[src/rtl/serial_adder_ctrl_if.sv]
// Request/result bundle for the bit-serial adder controller.
// The requester (master) drives start and the operands; the adder (slave)
// returns busy/done status together with the registered result.
interface serial_adder_ctrl_if #(
  parameter int WIDTH = 8
);
  logic             start;
  logic [WIDTH-1:0] a;
  logic [WIDTH-1:0] b;
  logic             cin;
  logic             busy;
  logic             done;
  logic [WIDTH-1:0] sum;
  logic             cout;

  modport master (
    output start, a, b, cin,
    input  busy, done, sum, cout
  );

  modport slave (
    input  start, a, b, cin,
    output busy, done, sum, cout
  );
endinterface

[src/rtl/serial_adder_ctrl.sv]
// Bit-serial adder controller: feeds a single one-bit full adder LSB-first
// for WIDTH cycles, keeping the carry in a flip-flop between bits, and
// publishes {cout,sum} with a one-cycle done pulse. A new request can be
// accepted in the DONE cycle, giving one result every WIDTH+1 cycles.
module serial_adder_ctrl #(
  parameter int WIDTH = 8
) (
  input logic                clk,
  input logic                rst,
  serial_adder_ctrl_if.slave bus
);

  localparam int CW = $clog2(WIDTH + 1);

  typedef enum logic [1:0] {
    IDLE = 2'd0,
    RUN  = 2'd1,
    DONE = 2'd2
  } state_t;

  state_t           state_q;
  state_t           state_d;

  logic [WIDTH-1:0] op_a_sh;
  logic [WIDTH-1:0] op_b_sh;
  logic [WIDTH-1:0] res_sh;
  logic [WIDTH-1:0] res_next;
  logic             carry_q;
  logic [CW-1:0]    cnt_q;
  logic [WIDTH-1:0] sum_q;
  logic             cout_q;

  logic             fa_s;
  logic             fa_c;
  logic             load;
  logic             last_bit;
  logic             busy_c;
  logic             done_c;

  // The one-bit datapath shared by every bit position.
  full_adder u_fa (
    .a   (op_a_sh[0]),
    .b   (op_b_sh[0]),
    .cin (carry_q),
    .s   (fa_s),
    .c   (fa_c)
  );

  // Result register contents after this edge's sum bit enters at the MSB;
  // a one-bit adder has nothing to shift, so the new bit is the whole result.
  generate
    if (WIDTH == 1) begin : g_res_one
      assign res_next = fa_s;
    end else begin : g_res_wide
      assign res_next = {fa_s, res_sh[WIDTH-1:1]};
    end
  endgenerate

  assign last_bit = (cnt_q == CW'(WIDTH - 1));

  // State register; reset dominates any pending start.
  always_ff @(posedge clk) begin
    if (rst) begin
      state_q <= IDLE;
    end else begin
      state_q <= state_d;
    end
  end

  // Next-state and status decode; start is only honoured outside RUN.
  always_comb begin
    state_d = state_q;
    busy_c  = 1'b0;
    done_c  = 1'b0;
    load    = 1'b0;
    case (state_q)
      IDLE: begin
        if (bus.start) begin
          load    = 1'b1;
          state_d = RUN;
        end
      end
      RUN: begin
        busy_c = 1'b1;
        if (last_bit) begin
          state_d = DONE;
        end
      end
      DONE: begin
        done_c = 1'b1;
        if (bus.start) begin
          load    = 1'b1;
          state_d = RUN;
        end else begin
          state_d = IDLE;
        end
      end
      default: begin
        state_d = IDLE;
      end
    endcase
  end

  // Operand capture, per-bit shifting, and result publication on the last bit.
  always_ff @(posedge clk) begin
    if (rst) begin
      op_a_sh <= '0;
      op_b_sh <= '0;
      res_sh  <= '0;
      carry_q <= 1'b0;
      cnt_q   <= '0;
      sum_q   <= '0;
      cout_q  <= 1'b0;
    end else if (load) begin
      op_a_sh <= bus.a;
      op_b_sh <= bus.b;
      res_sh  <= '0;
      carry_q <= bus.cin;
      cnt_q   <= '0;
    end else if (state_q == RUN) begin
      op_a_sh <= op_a_sh >> 1;
      op_b_sh <= op_b_sh >> 1;
      res_sh  <= res_next;
      carry_q <= fa_c;
      cnt_q   <= cnt_q + CW'(1);
      if (last_bit) begin
        sum_q  <= res_next;
        cout_q <= fa_c;
      end
    end
  end

  assign bus.busy = busy_c;
  assign bus.done = done_c;
  assign bus.sum  = sum_q;
  assign bus.cout = cout_q;

endmodule

// One-bit full adder used as the serial datapath.
module full_adder (
  input  logic a,
  input  logic b,
  input  logic cin,
  output logic s,
  output logic c
);
  assign s = a ^ b ^ cin;
  assign c = (a & b) | (a & cin) | (b & cin);
endmodule

[src/flat_wrapper.sv]
// flat-port wrapper written by rule: the top's interface ports become plain ports
module serial_adder_ctrl_flat 
#(
  parameter int WIDTH = 8
)
  (clk, rst, bus_start, bus_a, bus_b, bus_cin, bus_busy, bus_done, bus_sum, bus_cout);
  serial_adder_ctrl_if #(.WIDTH(WIDTH)) bus_i ();
  input logic clk;
  input logic rst;
  input wire logic [$bits(bus_i.start)-1:0] bus_start;
  input wire logic [$bits(bus_i.a)-1:0] bus_a;
  input wire logic [$bits(bus_i.b)-1:0] bus_b;
  input wire logic [$bits(bus_i.cin)-1:0] bus_cin;
  output wire logic [$bits(bus_i.busy)-1:0] bus_busy;
  output wire logic [$bits(bus_i.done)-1:0] bus_done;
  output wire logic [$bits(bus_i.sum)-1:0] bus_sum;
  output wire logic [$bits(bus_i.cout)-1:0] bus_cout;
  assign bus_i.start = bus_start;
  assign bus_i.a = bus_a;
  assign bus_i.b = bus_b;
  assign bus_i.cin = bus_cin;
  assign bus_busy = bus_i.busy;
  assign bus_done = bus_i.done;
  assign bus_sum = bus_i.sum;
  assign bus_cout = bus_i.cout;
  serial_adder_ctrl #(.WIDTH(WIDTH)) u_core (.clk(clk), .rst(rst), .bus(bus_i));
endmodule
[config.mk]
export PLATFORM = sky130hd
export DESIGN_NAME = serial_adder_ctrl_flat
export DESIGN_NICKNAME = d
export VERILOG_FILES = /design/src/rtl/serial_adder_ctrl_if.sv /design/src/rtl/serial_adder_ctrl.sv /design/src/flat_wrapper.sv
export SDC_FILE = /design/constraint.sdc
export NUM_CORES = 1
export LEC_CHECK = 0
export BUFFER_PORTS_ARGS = -buffer_cell sky130_fd_sc_hd__clkbuf_2
export CELL_PAD_IN_SITES_DETAIL_PLACEMENT = 1
export CELL_PAD_IN_SITES_GLOBAL_PLACEMENT = 1
export CORE_MARGIN = 4
export CORE_UTILIZATION = 39
export DETAILED_ROUTE_END_ITERATION = 8
export GPL_TIMING_DRIVEN = 0
export PLACE_DENSITY_LB_ADDON = 0.1
export SLEW_MARGIN = 20
export SYNTH_ARGS = -nofsm -noshare
export SYNTH_HDL_FRONTEND = slang
export SYNTH_SLANG_ARGS = --single-unit
[constraint.sdc]
create_clock -name clk -period 1.35 [get_ports clk]
set_input_delay 0.27 -clock clk [delete_from_list [all_inputs] [get_ports clk]]
set_output_delay 0.27 -clock clk [all_outputs]
set_load 0.01 [all_outputs]
Word-level counts from Yosys, hierarchy flattened
Index checks and enable logic that the tools add are counted.
{"block": "op_classes", "muxes": 14, "add_sub_neg": 1, "n_bitwise": 8, "mul": 0, "eq_ne": 5, "shifts": 0, "n_div": 0, "reduce_logical": 6, "n_lt_le_gt_ge": 0}
{"operator": "$mux W8", "count": 4}
{"operator": "$mux W1", "count": 7}
{"operator": "$pmux W2 S3", "count": 1}
{"operator": "$add A4 B1 Y4 const B", "count": 1}
{"operator": "$eq A4 B3 Y1 const B", "count": 1}
{"operator": "$mux W2", "count": 2}
{"operator": "$reduce_or A2 Y1", "count": 2}
{"operator": "$and A1 B1 Y1", "count": 3}
{"operator": "$reduce_and A3 Y1", "count": 1}
{"operator": "$eq A2 B1 Y1 const B", "count": 1}
{"operator": "$eq A2 B2 Y1 const B", "count": 1}
{"operator": "$logic_not A2 Y1", "count": 1}
{"operator": "$ne A2 B1 Y1 const B", "count": 1}
{"operator": "$ne A2 B2 Y1 const B", "count": 1}
{"operator": "$or A1 B1 Y1", "count": 2}
{"operator": "$reduce_and A2 Y1", "count": 1}
{"operator": "$reduce_bool A2 Y1", "count": 1}
{"operator": "$xor A1 B1 Y1", "count": 2}
{"operator": "$not A1 Y1", "count": 1}
{"block": "word_totals", "mem_bits_ro": 0, "mem_count": 0, "latch_bits": 0, "ram_bits": 0, "regBits": 40}

Longest topological paths before layout
Gate-level depths: netlist of the first run.
{"block": "logic_depth", "ltp_word": 5, "mapped_depth": 5, "depth_no_buf": 4}

Cells and area by module
A second synthesis of the first run with hierarchy kept.
{"block": "hier_totals", "hier_cells": 180, "area_unflattened_um2": 1551.5}
{"mod": "serial_adder_ctrl", "cells_per_inst": 179, "seq_area_each_um2": 780.7, "n_inst": 1, "area_each_um2": 1531.5}
{"mod": "full_adder", "cells_per_inst": 1, "seq_area_each_um2": 0.0, "n_inst": 1, "area_each_um2": 20.0}

Worst setup path before layout of the first run
Ideal clock, no wire load.
{"block": "synth_timing", "kind": "flip-flop to flip-flop", "startpoint": "reg u_core.cnt_q[0]", "endpoint": "reg u_core.cout_q, in the netlist u_core.bus.cout", "path_slack_ps": 164, "setup_ps": 72, "n_path_buf": 0, "stages_incl_launch_ff": 5, "t_arrival_ps": 1114, "cell_sequence": "dfxtp_1 -> ha_1 -> nand3b_1 -> nor2_4 -> mux2i_1"}
{"block": "synth_via", "elab_chain_len": 2}
{"element": "from (decl)", "line": "serial_adder_ctrl.sv:29", "text": "logic [CW-1:0] cnt_q;"}
{"element": "from (signal assigned)", "line": "serial_adder_ctrl.sv:125", "text": "cnt_q <= cnt_q + CW'(1);"}
{"element": "$eq A4 B3 Y1", "line": "serial_adder_ctrl.sv:59", "text": "assign last_bit = (cnt_q == CW'(WIDTH - 1));"}
{"element": "$reduce_and A3 Y1 (no source line)"}
{"element": "to (signal assigned)", "line": "serial_adder_ctrl.sv:113", "text": "cout_q <= 1'b0;"}
{"element": "to (signal assigned)", "line": "serial_adder_ctrl.sv:128", "text": "cout_q <= fa_c;"}
{"element": "to (decl)", "line": "serial_adder_ctrl.sv:31", "text": "logic cout_q;"}
No other way between the ends.
A chain may end at the register's enable or synchronous reset.

Worst setup path after layout of the first run
{"block": "layout_timing", "startpoint": "reg u_core.state_q[1]", "endpoint": "out bus_busy"}
{"block": "layout_via", "elab_chain_len": 2}
{"element": "from (decl)", "line": "serial_adder_ctrl.sv:21", "text": "state_t state_q;"}
{"element": "from (signal assigned)", "line": "serial_adder_ctrl.sv:66", "text": "state_q <= state_d;"}
{"element": "$eq A2 B1 Y1", "line": "serial_adder_ctrl.sv:76", "text": "case (state_q)"}
{"element": "$mux W1", "line": "serial_adder_ctrl.sv:76"}
{"element": "to (decl)", "line": "flat_wrapper.sv:14", "text": "output wire logic [$bits(bus_i.busy)-1:0] bus_busy;"}
No other way between the ends.

==> results.toml, run 1 <==
[final_layout]
antennaDiodeCount = 0
final_cell_mix = "nand2_1, dfxtp_1, clkbuf_2"
areaGrowthSynthToFinish_pct = 25.8
layout.nets = 241
final_layout_size_suffix_gt1_frac = 0.273
fin_util = 0.521
final_common_cell = "nand2_1"

[sta]
setup_viol = 1
rsz0062_at_grt = "yes"
fin_worst_skew_ps = 7.41
finalHoldViolations = 0
fmax_mhz = 734
worst_slack_ps = -13.2
drv_slew = 0
post-route-period-util = 1.01
finalWorstPathRequiredPeriod_ps = 1360
max_slew.worst_pin.slew_ps = 481
whs_ps = 199
slew_headroom = 0.679
tns_ps = -13.2

[grt]
antenna_found_initial = 0
grt_max_degree = 13
grt_overflow = 0
grt_pass1_vias = 1493
use_met2 = 0.302
grt_pass1_wl_um = 6860
use_met3 = 0.0497
grt-busiest-layer = "met2"
met1_usage = 0.198
grt_usage = 0.171

[critical_path]
critPathTopFamily = "flip-flops"
startpoint_type = "flop"
r2r_slack_ps = 70
cp_slowest_cell = "dfxtp_2"
crit_type = "flop to primary output"
crit_arrival_ps = 1090
max_stage_delay_ps = 340
cp-end-kind = "primary output"
cp_data_required_time_ps = 1080
crit_buf_inv = 3
path_cells = "nand2b_4 > clkinv_4 > buf_8 > clkbuf_2"
cp_max_fo = 10

[floorplanning]
rows = 22
die_h_um = 71.0
fp.dieW_um = 71.0
start_util = 0.414
core-area_um2 = 3740
top_level_ports = 31
die_area_um2 = 5050

[route]
drtAntennaViolNets = 0
drt_wl_total_um = 4060
vias_per_cell = 5.24
num_vias = 1404
drt_iter0_drc = 70
drt-pass1-iter-count = 4
post_drt_wl_per_cell_um = 15.1
drcViolationCount = 0

[cts]
clock_latency_ps = 300
hold_buffers = 0
clkSinkCount = 39
ctsHtreeMaxLevel = 2
cts_buffers = 5
cts_tree = "done"
cts-root-buf = "clkbuf_8"
clock_path_buffers = 2
clk_pin_slew_ps = 80

[synthesis]
synthArstFlopShare = 0
synth_edf_count = 0
synth_seq_cells = 39
synth_warnings = 0
synth_cell_types = 27
syn_area_per_cell_um2 = 8.61
ys.flop_type = "dfxtp_1"
synth_nets = 202
ys_top_cells_by_area = "dfxtp_1, nand2_1, mux2i_1"
syn_area_um2 = 1550
syn_inst = 180
synth.top_cell.area_share = 0.504
ys_seq_area_frac = 0.504
yosys.area.top_type = "dfxtp_1"

[power]
p_total_mw = 2.56
vdd_drop_max_mv = 0.609
leakagePower_nw = 0.752
powerDensity_nw_per_um2 = 1310

[status]
violations = "setup timing"
status = "finished with violations"

[job]
max_cap_violations = 0

[place]
io_buffers = 29
place.gp.congestion = 0.766
dp_hpwl_um = 2820

[hold_path]
holdCritPathClass = "primary input to flop"
[flip-flops by register name, indices dropped and copies added, names as in the netlist]
name / count
u_core.state_q: 2
u_core.op_b_sh: 8
u_core.bus.cout: 1
u_core.op_a_sh: 8
u_core.res_sh: 7
u_core.bus.sum: 8
u_core.cnt_q: 4
u_core.carry_q: 1
[routing by layer]
layer	vias up	share of wire
li1	695	-
met1	672	0.42
met2	29	0.52
met3	8	0.043
met4	0	0.018
met5	-	0
[final timing paths]
check,start,end,cells after the start
min,bus_b[7],u_core.op_b_sh[7]$_SDFFE_PP0P_,3
min reg2reg,u_core.bus.sum[2]$_SDFFE_PP0P_,u_core.bus.sum[2]$_SDFFE_PP0P_,2
max reg2reg,u_core.cnt_q[1]$_SDFFE_PP0N_,u_core.bus.sum[6]$_SDFFE_PP0P_,5
max,u_core.state_q[1]$_SDFFE_PP0P_,bus_busy,4
[report_power, final]
group          leakage (nW)  internal, mW  switching, mW
clock network        0.0612         0.598          0.430
logic                 0.371         0.123          0.171
registers             0.320          1.20         0.0376
[Yosys cell counts, types with 2 or more instances]
| cell | instances |
|---|---|
| nand2_1 | 44 |
| dfxtp_1 | 39 |
| nor3_1 | 20 |
| a21oi_1 | 13 |
| mux2i_1 | 10 |
| o22ai_1 | 9 |
| buf_2 | 8 |
| o21ai_0 | 5 |
| a31oi_1 | 4 |
| nand3_1 | 4 |
| clkbuf_1 | 3 |
| nor2_1 | 3 |
| a22oi_1 | 2 |
| nand2b_1 | 2 |
| nand3b_1 | 2 |
[area by class of cell]
class / instances / area [um2]
fill: 459 / 1790
buffer: 13 / 81.3
tap: 48 / 60.1
sequential: 39 / 787
multi-input combinational: 126 / 712
clock buffer: 6 / 82.6
inverter: 2 / 12.5
clock inverter: 2 / 35.0
timing repair buffer: 32 / 180
[worst min-delay path, cell delays in order]
cell      delay (ps)
clkbuf_2          80
nand2_1           50
a21oi_1           50
[cells by family after synthesis]
family / after synthesis / share of synthesized area
AO/OA/AOI/OAI: 33 / 0.120
XOR/XNOR: 2 / 0.0113
adder cells (fa/ha/maj): 2 / 0.0210
buffers and inverters: 15 / 0.0500
flip-flops: 39 / 0.504
multiplexers: 10 / 0.0646
AND/OR/NAND/NOR: 79 / 0.229
[through the flow]
step | area, um2 | setup slack [ps] | instances
5_1_grt | 1950 | -69.9 | 268
4_1_cts | 1930 | -20.7 | 268
3_5_place_dp | 1760 | -97.7 | 257
3_3_place_gp | 1760 | -33.5 | 257
2_1_floorplan | 1550 | 164 | 180
6_report | 1950 | -13.2 | 268
[repair_timing]
action | 4_1_cts | 5_1_grt
endpoints found under the setup margin | 15 | 24
resized for setup | 8 | 7
setup buffers | 3 | 0
pin swaps | 1 | 1
cloned | 0 | 0
endpoints found under the hold margin | 0 | 0
No activity file was read; power rests on OpenSTA's default activity.
==> run 2, diff against run 1 <==
CORE_MARGIN = 2   (was 4)
==> results.toml, run 2 (synthesized netlist as in run 1, its figures left out) <==
[status]
status = "completed"

[final_layout]
final_common_cell = "nand2_1"
final_layout_size_suffix_gt1_frac = 0.281
areaGrowthSynthToFinish_pct = 27.8
seq_area_um2 = 791
antennaDiodeCount = 0
fillerInstances = 489
multi_input_area_um2 = 714
layout.nets = 247
final_cell_mix = "nand2_1, dfxtp_1, clkbuf_2"
final_cells = 272
fin_util = 0.529

[place]
place_inst = 257
dp_hpwl_um = 2910
io_buffers = 29
dp_slack_ps = -144
place.gp.congestion = 0.711

[sta]
setup_viol = 0
finalHoldViolations = 0
finalWorstPathRequiredPeriod_ps = 1330
rsz0062_at_grt = "yes"
drv_slew = 0
post-route-period-util = 0.985
tns_ps = 0
worst_slack_ps = 20.7
fmax_mhz = 752
max_slew.worst_pin.slew_ps = 483
slew_headroom = 0.678
whs_ps = 192
fin_worst_skew_ps = 3.82

[floorplanning]
core-area_um2 = 3740
die_h_um = 67.0
rows = 22
start_util = 0.414
die_area_um2 = 4500
fp.dieW_um = 67.0
top_level_ports = 31

[cts]
cts-root-buf = "clkbuf_8"
clock_path_buffers = 2
ctsHtreeMaxLevel = 2
clock_latency_ps = 290
clkSinkCount = 39
cts_buffers = 5
hold_buffers = 0
cts_tree = "done"
clk_pin_slew_ps = 70

[critical_path]
reg2reg_from = "u_core.state_q[1]$_SDFFE_PP0P_"
startpoint_type = "flop"
cp_data_required_time_ps = 1080
crit_type = "flop to primary output"
worstSetupStartpoint = "u_core.state_q[1]$_SDFFE_PP0P_"
crit_arrival_ps = 1060
r2r_slack_ps = 70
cp_max_fo = 6
cp-end-kind = "primary output"

[route]
drt-pass1-iter-count = 4
drt_wl_total_um = 4190
post_drt_wl_per_cell_um = 15.4
num_vias = 1411
drtAntennaViolNets = 0
drt_iter0_drc = 49
drcViolationCount = 0
vias_per_cell = 5.19

[power]
leakagePower_nw = 0.760
vdd_drop_max_mv = 0.687
powerDensity_nw_per_um2 = 1150

[grt]
antenna_found_initial = 0
grt_pass1_vias = 1521
grt_usage = 0.215
grt_overflow = 0
grt_pass1_wl_um = 7020
grt_max_degree = 11

[hold_path]
min_from = "bus_b[7]"
holdCritPathClass = "primary input to flop"

[job]
max_cap_violations = 0
==> run 2: cell count changes in the layout (fill, tap and decap cells not counted), sizes merged <==
cell	before	now
buf	13	19
bufinv	1	0
clkinv	2	1
==> run 2: stage by stage <==
step	instance area (um2)	total power, mW
after global placement	1760	1.52
after CTS	1900	2.28
after global routing	1980	2.40
after floorplan	1550	1.44
after detailed placement	1760	1.54
final	1980	2.28
==> run 2: final timing paths <==
check | to | cells after the start
setup / recovery | bus_busy | 4
hold / removal | u_core.op_b_sh[7]$_SDFFE_PP0P_ | 3
setup reg to reg | u_core.op_b_sh[1]$_SDFFE_PP0P_ | 5
hold reg to reg | u_core.bus.sum[5]$_SDFFE_PP0P_ | 2
==> run 2: what timing repair did <==
action	in CTS	in global routing
endpoints found under the hold margin	0	0
endpoints found under the setup margin	16	18
cloned	0	1
pin swaps	1	1
gates resized for setup	11	8
buffers inserted	4	4
==> run 2: metal layers <==
metal  global-route usage  up-vias  routed length [um]
met5                    0        -                   0
met2                0.401       35                2230
li1                     -      704                   -
met3               0.0709       12                 195
met4               0.0791        0                 104
met1                0.219      660                1660
==> run 2: critical path, stage by stage, from the launching register on <==
cell and delay [ps]:
dfxtp_2 330, nand2b_4 140, clkinv_4 60, buf_8 120, buf_6 110
==> run 2: cell type report <==
cell class	instances	share of cell area
buffer	13	0.0411
clock buffer	6	0.0366
inverter	2	0.00632
multi-input combinational	126	0.361
sequential	39	0.399
tap	48	0.0303
timing repair buffer	38	0.126
==> run 2: where the power goes <==
| part | internal, mW | switching, mW | leakage (nW) | total (mW) |
|---|---|---|---|---|
| clock | 0.344 | 0.388 | 0.0371 | 0.732 |
| combinational | 0.136 | 0.173 | 0.402 | 0.308 |
| sequential | 1.20 | 0.0380 | 0.321 | 1.24 |
